--- src/rtl/pc_link_ctrl.sv ---
// Program-counter and call/return controller feeding link_reg.
// Optional return-address stack is enabled by defining PC_RAS_EN.
module pc_link_ctrl #(
    parameter int              PC_W      = 8,
    parameter logic [PC_W-1:0] RESET_VEC = '0,
    parameter int              RAS_DEPTH = 4
) (
    input  logic            clk,
    input  logic            rst,
    input  logic            stall,
    input  logic            halt,
    input  logic [1:0]      op,
    input  logic            br_cond,
    input  logic [PC_W-1:0] br_target,
    input  logic [PC_W-1:0] LR,
    output logic [PC_W-1:0] pc,
    output logic [PC_W-1:0] lr_in,
    output logic            lr_en,
    output logic            ras_err
);

    typedef enum logic [1:0] {BOOT, RUN, HALTED} state_t;
    typedef enum logic [1:0] {OP_SEQ = 2'b00, OP_BR = 2'b01, OP_BL = 2'b10, OP_RET = 2'b11} op_t;

    if (RAS_DEPTH < 2 || (RAS_DEPTH & (RAS_DEPTH - 1)) != 0) begin : g_depth_check
        $error("RAS_DEPTH must be a power of 2 and at least 2");
    end

    state_t          state, state_next;
    logic [PC_W-1:0] pc_next;
    logic [PC_W-1:0] pc_inc;
    op_t             op_e;

    assign op_e   = op_t'(op);
    assign pc_inc = pc + PC_W'(1);
    assign lr_in  = pc_inc;

`ifdef PC_RAS_EN
    localparam int PTR_W = $clog2(RAS_DEPTH);

    logic [PC_W-1:0]  ras_mem [RAS_DEPTH];
    logic [PTR_W-1:0] top;
    logic [PTR_W-1:0] top_inc;
    logic [PTR_W:0]   count;
    logic             ras_empty;
    logic             ras_full;
    logic             push;
    logic             pop;

    assign top_inc   = top + PTR_W'(1);
    assign ras_empty = (count == '0);
    assign ras_full  = (count == (PTR_W+1)'(RAS_DEPTH));
`endif

    // NOTE: sequential state uses non-blocking assignments so every register
    // samples the pre-edge values regardless of process ordering.
    always_ff @(posedge clk or negedge rst) begin
        if (!rst) begin
            state <= BOOT;
            pc    <= RESET_VEC;
        end else begin
            state <= state_next;
            pc    <= pc_next;
        end
    end

    // NOTE: every output of this block gets a default first, so no path
    // through the case statements can leave a value unassigned (no latches).
    always_comb begin
        state_next = state;
        pc_next    = pc;
        lr_en      = 1'b0;
`ifdef PC_RAS_EN
        push       = 1'b0;
        pop        = 1'b0;
`endif
        case (state)
            BOOT: state_next = halt ? HALTED : RUN;
            RUN: begin
                if (halt) begin
                    state_next = HALTED;
                end else if (!stall) begin
                    case (op_e)
                        OP_SEQ: pc_next = pc_inc;
                        OP_BR:  pc_next = br_cond ? br_target : pc_inc;
                        OP_BL: begin
                            if (br_cond) begin
                                pc_next = br_target;
                                lr_en   = 1'b1;
`ifdef PC_RAS_EN
                                push    = 1'b1;
`endif
                            end else begin
                                pc_next = pc_inc;
                            end
                        end
                        OP_RET: begin
`ifdef PC_RAS_EN
                            pop     = 1'b1;
                            pc_next = ras_empty ? LR : ras_mem[top];
`else
                            pc_next = LR;
`endif
                        end
                    endcase
                end
            end
            HALTED: state_next = HALTED;
            default: state_next = BOOT;
        endcase
    end

`ifdef PC_RAS_EN
    // Circular stack: a push when full advances over the oldest entry.
    always_ff @(posedge clk or negedge rst) begin
        if (!rst) begin
            top     <= '0;
            count   <= '0;
            ras_err <= 1'b0;
        end else begin
            ras_err <= 1'b0;
            if (push) begin
                top <= top_inc;
                if (ras_full) ras_err <= 1'b1;
                else          count   <= count + 1'b1;
            end else if (pop) begin
                if (ras_empty) begin
                    ras_err <= 1'b1;
                end else begin
                    top   <= top - PTR_W'(1);
                    count <= count - 1'b1;
                end
            end
        end
    end

    // NOTE: the stack storage has no reset; count/top define which entries
    // are valid, so the contents never need clearing.
    always_ff @(posedge clk) begin
        if (push) ras_mem[top_inc] <= pc_inc;
    end
`else
    assign ras_err = 1'b0;
`endif

endmodule

--- config.mk ---
export PLATFORM = sky130hd
export DESIGN_NAME = pc_link_ctrl
export DESIGN_NICKNAME = d
export VERILOG_FILES = /design/src/rtl/pc_link_ctrl.sv
export SDC_FILE = /design/constraint.sdc
export NUM_CORES = 1
export LEC_CHECK = 0
export BUFFER_PORTS_ARGS = -buffer_cell sky130_fd_sc_hd__buf_2
export CAP_MARGIN = 20
export CORE_UTILIZATION = 47
export DETAILED_ROUTE_END_ITERATION = 10
export PLACE_DENSITY = 0.86
export SYNTH_ARGS = -nofsm -noshare
export SYNTH_HDL_FRONTEND = slang
export SYNTH_SLANG_ARGS = --single-unit
--- constraint.sdc ---
create_clock -name clk -period 2 [get_ports clk]
set_clock_uncertainty 0.05 [all_clocks]
set_input_delay 0.3 -clock clk [delete_from_list [all_inputs] [get_ports clk]]
set_output_delay 0.3 -clock clk [all_outputs]
set_load 0.02 [all_outputs]
==> reports/results.ini <==
[floorplanning]
io_pins = 41
die-width_um = 47.9
start_util_pct = 50.5
die_y_um = 47.9
placementRows = 16
dieArea_um2 = 2300
core_area_um2 = 1960

[pwr]
ir_worst_vdd_mv = 0.535
p_per_area_nw_per_um2 = 930
p_leak_nw = 0.586

[setup_path]
cp_max_fo = 4
critPathKind = reg -> out
slowest_delay_ns = 0.38
cp_num_buf_inv = 2
worstSetupEndpointType = primary output
ff2ff_setup_slack_ns = 0.22
arrival_ns = 1.53
crit_required_ns = 1.65
cp-start-kind = flip-flop
path_delay_family = simple AND/OR/NAND/NOR gates
cp_cell_sequence = inv_1 -> ha_2 -> nor3b_4 -> and3_1 -> buf_4
crit_slowest_cell = dfrtp_1

[synthesis]
netlist_top_cells_area = dfrtp_1 25%, ha_1 8.8%, clkbuf_8 6.9%
synth_top_area_share_pct = 25.3
yosysWarnings = 0
synthDistinctLibCells = 36
synth_cells = 103
synthFlopType = dfrtp_1
syn_avg_cell_area_um2 = 9.62
syn_area_um2 = 991
synth_largest_area_cell = dfrtp_1
syn_nets = 133
yosysMostFrequentCell = dfrtp_1
yosys-top-cells-count = 10 x dfrtp_1, 7 x ha_1, 7 x inv_1, 7 x o21ai_0
synth-edff-count = 0
ys_ff_latch = 10
async_flop_share_pct = 100
synth-seq-area-share_pct = 25.3

[layout]
fillers = 205
antennaDiodeCount = 0
finalInstanceArea_um2 = 1180
fin_cells = 166
drive_gt1_share_pct = 43.2
fin_nets = 171
area_delta_synth_final_pct = 18.9

[timing]
rsz0062_at_grt = no
hold_viol = 0
fin_crit_sh_pct = 94.2
fin_tns_setup_ns = 0
fmax_ghz = 0.531
timing.final.ws_setup_ns = 0.116
holdWs_ns = 0.223
slew_violations = 0
setup_violations = 0
min_period_ns = 1.88

[drt]
vias = 927
drc = 0
antenna_left = 0
dr.pass1.iters = 4
wirelength_mm = 2.26
drtIter0Drc = 5
post_drt_wl_per_cell_um = 13.6
viasPerCell = 5.58

[min_path]
hold_path_class = in -> reg

[global_route]
grt_first_pass_wirelength_mm = 3.20
antenna_found_initial = 0
grt_pass1_vias = 763
overflow = 0
track_usage_pct = 19.9
grt_max_degree = 18

[run_status]
status = finished clean

[flow_run]
cap_violations = 0

[placed_design]
dp_hpwl_mm = 1.67
portBuffers = 39
gp_congestion = 0.791
placed_cell_area_um2 = 1110
post-place-ws_ns = 0.190
place_inst = 161

[cts]
clkSinkCount = 10
worst_skew_pair.late_latency_ns = 0.26
clockBufferDepth = 2
h-tree-depth = 1
clkTransAtPathRegs_ns = 0.06
cts-buffers-inserted = 3
cts_tree = built
root_buffer = clkbuf_4

==> metrics by stage <==
stage               total power (W)  util (%)
floorplan                  0.000771         -
global placement           0.000900      56.8
detailed placement         0.000924      56.8
CTS                         0.00107      58.5
global route                0.00117      60.1
finish                      0.00110      60.1
==> logic make-up (layout without fill, tap and decap cells) <==
logic type / count (synthesis) / count (layout) / share of synthesized area, %
AO/OA/AOI/OAI: 37 / 37 / 28.7
XOR/XNOR: 6 / 6 / 5.30
adder cells (fa/ha/maj): 7 / 7 / 8.84
buffers and inverters: 17 / 53 / 14.9
flip-flops: 10 / 10 / 25.3
other: 1 / 1 / 0.378
AND/OR/NAND/NOR: 25 / 25 / 16.7
==> flip-flops by register name, summed over array words and instances (netlist names) <==
name   cells
state      2
pc         8
==> cells in the final DEF, fill, tap and decap left out, types with 2 or more instances in the layout <==
cell | synthesis | final
a21oi_1 | 5 | 5
a22o_1 | 4 | 4
a32oi_1 | 5 | 5
and3_1 | 2 | 2
and3_2 | 3 | 3
and3_4 | 2 | 2
buf_2 | 0 | 38
buf_4 | 1 | 4
clkbuf_4 | 0 | 3
dfrtp_1 | 10 | 9
ha_1 | 7 | 5
inv_1 | 7 | 7
nand2_1 | 2 | 2
nand3_1 | 3 | 3
nand3_2 | 2 | 2
nor2_1 | 5 | 5
o211a_1 | 2 | 2
o21a_1 | 3 | 3
o21ai_0 | 7 | 7
o22ai_1 | 2 | 2
o32ai_1 | 2 | 2
o32ai_2 | 2 | 2
xnor2_1 | 4 | 4
xor2_1 | 2 | 2
==> layer usage <==
layer	track usage, %	up-vias	part of all wire [%]
li1	-	456	-
met1	25.1	421	45
met2	33.5	44	46
met3	1.89	6	5.8
met4	10.6	0	2.5
met5	0	-	0
==> timing repair <==
item | in CTS | in global routing
resized for setup | 1 | 5
setup endpoints to repair | 1 | 2
hold buffers | 1 | 0
hold endpoints to repair | 10 | 0
cloned | 0 | 0
setup buffers | 0 | 1
==> final cells by class <==
cell class	count	area [um^2]	share of cell area [%]
sequential	10	251	21.3
timing repair buffer	43	230	19.5
inverter	7	26.3	2.23
tap	27	33.8	2.87
multi-input combinational	76	614	52.1
clock buffer	3	22.5	1.91
==> path summary, 6_finish.rpt <==
check	start	to	depth (start not counted)
setup / recovery	state[1]	lr_en	5
hold / removal	halt	state[0]	2
setup reg to reg	state[1]	pc[3]	7
hold reg to reg	pc[7]	pc[7]	1
max in group asynchronous	rst	pc[0]	2
min in group asynchronous	rst	pc[3]	2
==> report_power, final <==
group          internal [W]  total (W)  switching, W
combinational      0.000254   0.000586      0.000332
clock             0.0000695   0.000137     0.0000674
sequential         0.000266   0.000374      0.000108
total              0.000589    0.00110      0.000507
(Power assumes the default switching activity.)
